### src/rtl/psum_acc.sv
// psum_acc: cross-tile partial-sum accumulator between the PE array and the global buffer.
// Accumulates Tch passes of up to Depth pixels and streams saturated sums on the last pass.
module psum_acc #(
  parameter int PsumDWd     = 16,
  parameter int AccDWd      = 20,
  parameter int Depth       = 64,
  parameter int TileConfDWd = 10
) (
  input  logic                   i_clk,
  input  logic                   i_rst,
  input  logic                   i_start,
  input  logic [TileConfDWd-1:0] i_conf_Tw,
  input  logic [4:0]             i_conf_Tch,
  input  logic                   i_pspix_valid,
  output logic                   o_pspix_ready,
  input  logic [PsumDWd-1:0]     i_pspix_data,
  output logic                   o_opix_valid,
  input  logic                   i_opix_ready,
  output logic [PsumDWd-1:0]     o_opix_data,
  output logic                   o_busy,
  output logic                   o_done
);

  localparam int IdxW = (Depth > 1) ? $clog2(Depth) : 1;
  localparam logic [TileConfDWd-1:0] DepthConf = TileConfDWd'(Depth);

  typedef enum logic [2:0] {S_IDLE, S_ACC, S_LAST, S_DRAIN, S_DONE} state_t;

  state_t                 state, state_nxt;
  logic [TileConfDWd-1:0] tw_eff, pix_cnt, start_tw;
  logic [4:0]             tch, pass_cnt;
  logic [AccDWd-1:0]      acc_mem [Depth];

  logic                   in_hs, out_hs, pix_last, pass_pre_last;
  logic [IdxW-1:0]        idx;
  logic [AccDWd-1:0]      in_ext, acc_sum, last_sum;
  logic [PsumDWd-1:0]     sat_sum;

  assign start_tw      = (i_conf_Tw > DepthConf) ? DepthConf : i_conf_Tw;
  assign in_hs         = i_pspix_valid & o_pspix_ready;
  assign out_hs        = o_opix_valid & i_opix_ready;
  assign pix_last      = (pix_cnt == tw_eff - TileConfDWd'(1));
  assign pass_pre_last = (pass_cnt == tch - 5'd2);
  assign idx           = pix_cnt[IdxW-1:0];

  // Asynchronous read; with Tw_eff == 1 the previous edge's write is already visible here.
  assign in_ext   = {{(AccDWd-PsumDWd){i_pspix_data[PsumDWd-1]}}, i_pspix_data};
  assign acc_sum  = acc_mem[idx] + in_ext;
  assign last_sum = (tch == 5'd1) ? in_ext : acc_sum;

  // In range when every bit above the result's sign bit matches it.
  always_comb begin
    if (&last_sum[AccDWd-1:PsumDWd-1] || ~|last_sum[AccDWd-1:PsumDWd-1])
      sat_sum = last_sum[PsumDWd-1:0];
    else if (last_sum[AccDWd-1])
      sat_sum = {1'b1, {(PsumDWd-1){1'b0}}};
    else
      sat_sum = {1'b0, {(PsumDWd-1){1'b1}}};
  end

  always_comb begin
    o_pspix_ready = 1'b0;
    unique case (state)
      S_ACC:   o_pspix_ready = 1'b1;
      S_LAST:  o_pspix_ready = !o_opix_valid | i_opix_ready;
      default: o_pspix_ready = 1'b0;
    endcase
  end

  always_comb begin
    // NOTE: default assigned first so no path through this block infers a latch.
    state_nxt = state;
    unique case (state)
      S_IDLE: begin
        if (i_start) begin
          if (start_tw == '0 || i_conf_Tch == 5'd0) state_nxt = S_DONE;
          else if (i_conf_Tch == 5'd1)              state_nxt = S_LAST;
          else                                      state_nxt = S_ACC;
        end
      end
      S_ACC:   if (in_hs && pix_last && pass_pre_last) state_nxt = S_LAST;
      S_LAST:  if (in_hs && pix_last) state_nxt = S_DRAIN;
      S_DRAIN: if (out_hs) state_nxt = S_DONE;
      S_DONE:  state_nxt = S_IDLE;
      default: state_nxt = S_IDLE;
    endcase
  end

  assign o_busy = (state != S_IDLE);
  assign o_done = (state == S_DONE);

  // NOTE: sequential state uses non-blocking assignments so every register sees pre-edge values.
  always_ff @(posedge i_clk) begin
    if (i_rst) begin
      state        <= S_IDLE;
      tw_eff       <= '0;
      tch          <= '0;
      pix_cnt      <= '0;
      pass_cnt     <= '0;
      o_opix_valid <= 1'b0;
      o_opix_data  <= '0;
    end else begin
      state <= state_nxt;
      if (state == S_IDLE && i_start) begin
        tw_eff   <= start_tw;
        tch      <= i_conf_Tch;
        pix_cnt  <= '0;
        pass_cnt <= '0;
      end else if (in_hs) begin
        if (pix_last) begin
          pix_cnt  <= '0;
          pass_cnt <= pass_cnt + 5'd1;
        end else begin
          pix_cnt <= pix_cnt + TileConfDWd'(1);
        end
      end
      // Input handshake wins over output handshake so back-to-back results stay valid.
      if (state == S_LAST && in_hs) begin
        o_opix_valid <= 1'b1;
        o_opix_data  <= sat_sum;
      end else if (out_hs) begin
        o_opix_valid <= 1'b0;
      end
    end
  end

  // NOTE: the accumulator array has no reset; pass 0 overwrites every entry before it is read.
  always_ff @(posedge i_clk) begin
    if (state == S_ACC && in_hs)
      acc_mem[idx] <= (pass_cnt == 5'd0) ? in_ext : acc_sum;
  end

endmodule

### config.mk
export PLATFORM = sky130hd
export DESIGN_NAME = psum_acc
export DESIGN_NICKNAME = d
export VERILOG_FILES = /design/src/rtl/psum_acc.sv
export SDC_FILE = /design/constraint.sdc
export NUM_CORES = 1
export LEC_CHECK = 0
export ABC_AREA = 1
export CAP_MARGIN = 20
export CORE_ASPECT_RATIO = 1.1
export CORE_MARGIN = 3
export CORE_UTILIZATION = 40
export CTS_CLUSTER_DIAMETER = 100
export DETAILED_ROUTE_END_ITERATION = 7
export PLACE_DENSITY = 0.63
export SETUP_SLACK_MARGIN = 0.3
export SYNTH_ARGS = -nofsm -noshare
export SYNTH_HDL_FRONTEND = slang
export SYNTH_SLANG_ARGS = --single-unit
### constraint.sdc
create_clock -name i_clk -period 6.1 [get_ports i_clk]
set_input_delay 0.915 -clock i_clk [delete_from_list [all_inputs] [get_ports i_clk]]
set_output_delay 0.915 -clock i_clk [all_outputs]
set_load 0.03 [all_outputs]
Word level (Yosys, flattened, before mapping)

Memory sizes are Yosys's and may differ from the RTL's. A register that Yosys moved wholly into a read port is not among the register bits.
Index checks and enable logic that the tools add are counted.

Register bits after elaboration: 50
Bits in writable memories: 1280
Bits of input ports: 36
Output and inout bits: 20
Logic and storage cells: 69
Memories: 1

Memory list:

| memory  | depth | width | rd ports | clocked after memory_dff | write ports | line | text |
|---|---|---|---|---|---|---|---|
| acc_mem | 64    | 20    | 1        | 1                        | 1           | 32   | `logic [AccDWd-1:0] acc_mem [Depth];` |

Add/sub/neg operators: 5
$lt $le $gt $ge: 1
Equality and inequality tests: 12
Mux-type cells: 20
Bitwise logic cells: 3
Reductions and logical operators: 20

Operator list:

| cell                                                            | number |
|---|---|
| two-way mux 20 bit                                              | 2 |
| two-way mux 16 bit                                              | 2 |
| adder 20 bit                                                    | 1 |
| two-way mux 10 bit                                              | 2 |
| two-way mux 3 bit                                               | 5 |
| two-way mux 6 bit                                               | 2 |
| one-hot mux 3 bit (4 select lines)                              | 1 |
| adder 10 x 1 -> 10 bit (second input constant)                  | 1 |
| equality test 10 bit                                            | 1 |
| equality test 5 x 1 -> 1 bit (second input constant)            | 2 |
| greater-than comparator 10 x 7 -> 1 bit (second input constant) | 1 |
| logical NOT 10 bit                                              | 1 |
| logical NOT 5 bit                                               | 2 |
| subtractor 10 x 1 -> 10 bit (second input constant)             | 1 |
| inequality test 2 bit (second input constant)                   | 4 |
| equality test 3 x 2 -> 1 bit (second input constant)            | 2 |
| adder 5 x 1 -> 5 bit (second input constant)                    | 1 |
| equality test 5 bit                                             | 1 |
| logical AND 1 bit                                               | 5 |
| AND reduction 5 bit                                             | 1 |
| OR reduction 5 bit                                              | 1 |
| subtractor 5 x 2 -> 5 bit (second input constant)               | 1 |
| two-way mux 1 bit                                               | 4 |
| AND reduction 4 bit                                             | 1 |
| 13 further kinds                                                | 16 |

Logic depth before layout (Yosys ltp)

Gate-level depths: netlist of run 1.

Word-level depth: 8
Gate-level depth with buffers: 30

Least setup slack after synthesis of run 1

No wires, ideal clock.

Path type: register -> register
Start: register (tool-made name)
End: memory acc_mem[0][19] (data pin)
Data arrival time: 5.547 ns
Required time: 5.399 ns
Slack: -0.149 ns
Cell stages (with the launch flop): 25
Buffers on the path: 6
Cells stage by stage: dfxtp_1 -> buf_6 -> buf_6 -> buf_4 -> buf_6 -> buf_4 -> buf_2 -> nor2_1 -> o22ai_1 -> o21ai_0 -> o221ai_1 -> o211ai_1 -> nand2_1 -> ha_1 -> a21oi_1 -> nand2_1 -> nand3_1 -> nand2_1 -> nand3_1 -> nand2_1 -> a21oi_1 -> inv_1 -> nand3_2 -> nand2_1 -> o21ai_0

RTL lines:

| item             | line |
|---|---|
| end: declaration | 32 |

==> summary.md, run 1 <==
| Metric | Value |
|---|---|
| H-tree depth | `4` |
| Int Power | `15600 uW` |
| Synthesis Warnings | `0` |
| Clk pwr share | `37.5%` |
| Share of post-route cells with drive strength above 1 | `10.1%` |
| Wire length per cell | `25.1 um` |
| Worst Tran Pin Value | `1.12 ns` |
| Initial Utilization | `40.3%` |
| Vias/cell | `5.78` |
| Combinational fraction of design power | `15.0%` |
| Fin. Hold Viols | `0` |
| Pwr Total | `21400 uW` |
| Max Fclk | `186 MHz` |
| CP Launch Type | `flop` |
| Number of global-route vias before repair | `34.3k` |
| Footprint of the multi-input gates | `0.0136 mm^2` |
| Power per cell area | `344 mW/mm^2` |
| R2R setup slack | `0.73 ns` |
| Most used cell along the critical path | `nand2_1` |
| Flop pwr share | `47.5%` |
| Crit path time final | `5.37 ns` |
| Status | `finished, final reports clean` |
| Top Family by Delay on Critical Path | `compound AO/OA/AOI/OAI gates` |
| Setup bufs post-CTS | `0` |
| Maxcap violations | `0` |
| Total congestion overflow | `0` |
| Final nets | `4487` |
| Die width | `357 um` |
| Root Driver | `clkbuf_16` |
| Synthesized cell area | `0.0543 mm^2` |
| Max Transition Viols Final | `0` |
| Syn Area/Cell | `12.4 um^2` |
| P&R area growth vs syn | `14.4%` |
| Synth Net Count | `4437` |
| Die height | `392 um` |
| Register area | `0.0396 mm^2` |
| Initial antenna violation count | `6` |
| Max incr delay on CP | `0.73 ns` |
| # IOs | `56` |
| Most common cell after layout, fill and taps aside | `edfxtp_1` |
| Largest area contributor in the synthesized netlist | `edfxtp_1` |
| CTS sink cnt | `1336` |
| Critical path peak fanout | `135` |
| Filler cells | `11.8k` |
| Post-DP Area | `0.0578 mm^2` |
| Buf/Inv on CP | `4` |
| Clock transition at path regs | `0.06 ns` |
| Top cell type's share of synthesized area | `70.8%` |
| CP max stage cell | `o311ai_1` |
| Max_slew headroom | `24.9%` |
| Final setup skew | `0.0307 ns` |
| DP HPWL | `93.1 mm` |
| Gate count after technology mapping | `4376` |
| First-pass GRT wire length | `231 mm` |
| Maximum vdd drop | `283 uV` |
| IO Port Bufs | `55` |
| Drt total wl | `158 mm` |
| Largest net degree at the start of global routing | `136` |
| Total CTS buffers | `131` |
| Arr. time, crit path | `5.92 ns` |
| Fin Hold WS | `0.447 ns` |
| CORE AREA | `0.135 mm^2` |
| Gpl congestion | `0.922` |
| Sequential fraction of the synthesis area | `72.9%` |
| Row cnt | `141` |
| Final worst-path cycle share | `88.0%` |
| Clk Latency, worst-skew pair | `0.77 ns` |
| Primary FF master, synth | `edfxtp_1` |
| Netlist cell types | `49` |
| RSZ-0062 raised after global routing | `false` |
| Setup Total Neg Slack | `0 ns` |
| Crit path capture type | `flop` |
| Synth top area cells | `edfxtp_1 71%, o21ai_0 6.6%, nor2_1 6.1%, o22ai_1 3.9%, dfxtp_1 2.1%` |
| Die footprint | `0.140 mm^2` |
| Switching share of power | `27.0%` |
| Post-synth EDFFs | `1280` |
| DRT Pass-1 Iters | `7` |
| Crit-path cells | `inv_8, buf_4, o21ai_0, o22ai_1, nor2_1, o311ai_1, o211ai_1, nand2_1, ha_1, a21o_1, nand2_1, nand2_1, a21oi_1, nand2_1, a21oi_1, inv_1, nand3_2, nand2_1, o21ai_4, buf_4` |
| Post-Layout Inst Area | `0.0621 mm^2` |
| Leakage power | `0.0202 uW` |
| #FFs+latches synth | `1336` |
| CTS tree | `done` |
| Final Setup Violations | `0` |
| DRC | `0` |
| Via count | `36.5k` |
| Async S/R FF share, synth | `0%` |
| All-Layer GR Usage | `22.4%` |
| Leading cell types in the layout, fill and taps excluded | `1280 x edfxtp_1, 821 x nor2_1, 707 x o21ai_0` |
| Critical path class | `flop to flop` |
| Resize count post-CTS | `0` |
| Worst path required time | `6.65 ns` |
| Iteration-0 DRC Markers | `4133` |
| ANT nets after route | `0` |
| # hold bufs at CTS | `0` |
| Hold crit path type | `flop to flop` |
| Sw Pwr | `5770 uW` |
| CTS Buffer Depth | `3` |
[cell usage after synthesis, types with 7 or more instances]
master    instances
a21oi_1          33
a21oi_2          10
buf_2            69
buf_4            18
clkbuf_1        189
dfxtp_1          56
edfxtp_1       1280
ha_1             24
inv_1            88
nand2_1         253
nand2_2          13
nand3_1         101
nand4_1          16
nor2_1          885
nor3_1           14
o211ai_1         23
o21ai_0         721
o21ai_1          94
o221ai_1         37
o22ai_1         336
o32ai_1           7
xnor2_1          12
xor2_1           28
[sequential cells by signal, summed over array words and instances (netlist names), named ones only]
name          count
pix_cnt          10
acc_mem        1280
o_opix_valid      1
tch               5
state             3
o_opix_data      16
pass_cnt          5
tw_eff           10
[power groups by stage]
| stage | Clock [uW] | Combinational (uW) | Sequential (uW) |
|---|---|---|---|
| floorplan | 0 | 2070 | 10400 |
| global placement | 0 | 3120 | 10400 |
| detailed placement | 0 | 3150 | 10400 |
| CTS | 8110 | 3160 | 10200 |
| global route | 8490 | 3490 | 10200 |
| finish | 8020 | 3210 | 10200 |
[worst paths after layout]
path,cells past startpoint,end,from
worst min register to register,2,tw_eff[9],tw_eff[9]
worst min-delay path,2,tw_eff[9],tw_eff[9]
worst max register to register,20,acc_mem[35][19],flop
worst max-delay path,20,acc_mem[35][19],flop
[per-layer routing]
layer  up-vias  share of wire (%)  GRT usage, %
li1      16268                  -             -
met4         2                4.8          10.2
met1     18294                 41          30.4
met2      1648                 46          35.3
met5         -              0.011             0
met3       323                8.2          3.81
[worst register-to-register path, stage by stage, from the launching register on]
cell	delay (ns)
dfxtp_4	0.48
inv_8	0.72
buf_4	0.51
o21ai_0	0.14
o22ai_1	0.14
nor2_1	0.06
o311ai_1	0.73
o211ai_1	0.18
nand2_1	0.21
ha_1	0.32
a21o_1	0.20
nand2_1	0.06
nand2_1	0.07
a21oi_1	0.19
nand2_1	0.10
a21oi_1	0.24
inv_1	0.10
nand3_2	0.09
nand2_1	0.12
o21ai_4	0.18
buf_4	0.29
[logic make-up (layout without fill, tap and decap cells)]
logic type / after synthesis / after routing / synth area share (%)
fa+ha+maj: 25 / 25 / 0.590
buf+inv: 384 / 537 / 3.04
compound gates: 1287 / 1287 / 13.3
xor+xnor: 40 / 40 / 0.645
flops: 1336 / 1336 / 72.9
other cells: 0 / 1 / 0
simple gates: 1304 / 1304 / 9.60
[through the flow]
stage / setup WS [ns] / std cells / utilization (%)
floorplan: 0.950 / 4376 / -
global placement: 0.929 / 6077 / 43.0
detailed placement: 0.893 / 6077 / 43.0
CTS: 0.878 / 6313 / 46.1
global route: 0.517 / 6316 / 46.1
finish: 0.733 / 6317 / 46.1
[final cells by class]
class | count | share of cell area (%)
flip-flops and latches | 1336 | 63.7
multi-input cells | 2656 | 21.9
clock buffers | 163 | 5.56
well taps | 1787 | 3.60
repair buffers | 204 | 3.38
clock inverters | 73 | 1.22
inverters | 97 | 0.619
diodes | 1 | 0.00403
No activity file was read; power rests on OpenSTA's default activity.
==> run 2: changes to the inputs <==
==> constraint.sdc (replaced) <==
create_clock -name i_clk -period 6.1 [get_ports i_clk]
set_input_delay 0.915 -clock i_clk [delete_from_list [all_inputs] [get_ports i_clk]]
set_output_delay 0.915 -clock i_clk [all_outputs]
set_load 0.005 [all_outputs]
==> results of run 2 <==
The final DEF is identical to that of run 1. Status: finished, final reports clean.
Main changes from that run: total power 21400 uW -> 21300 uW
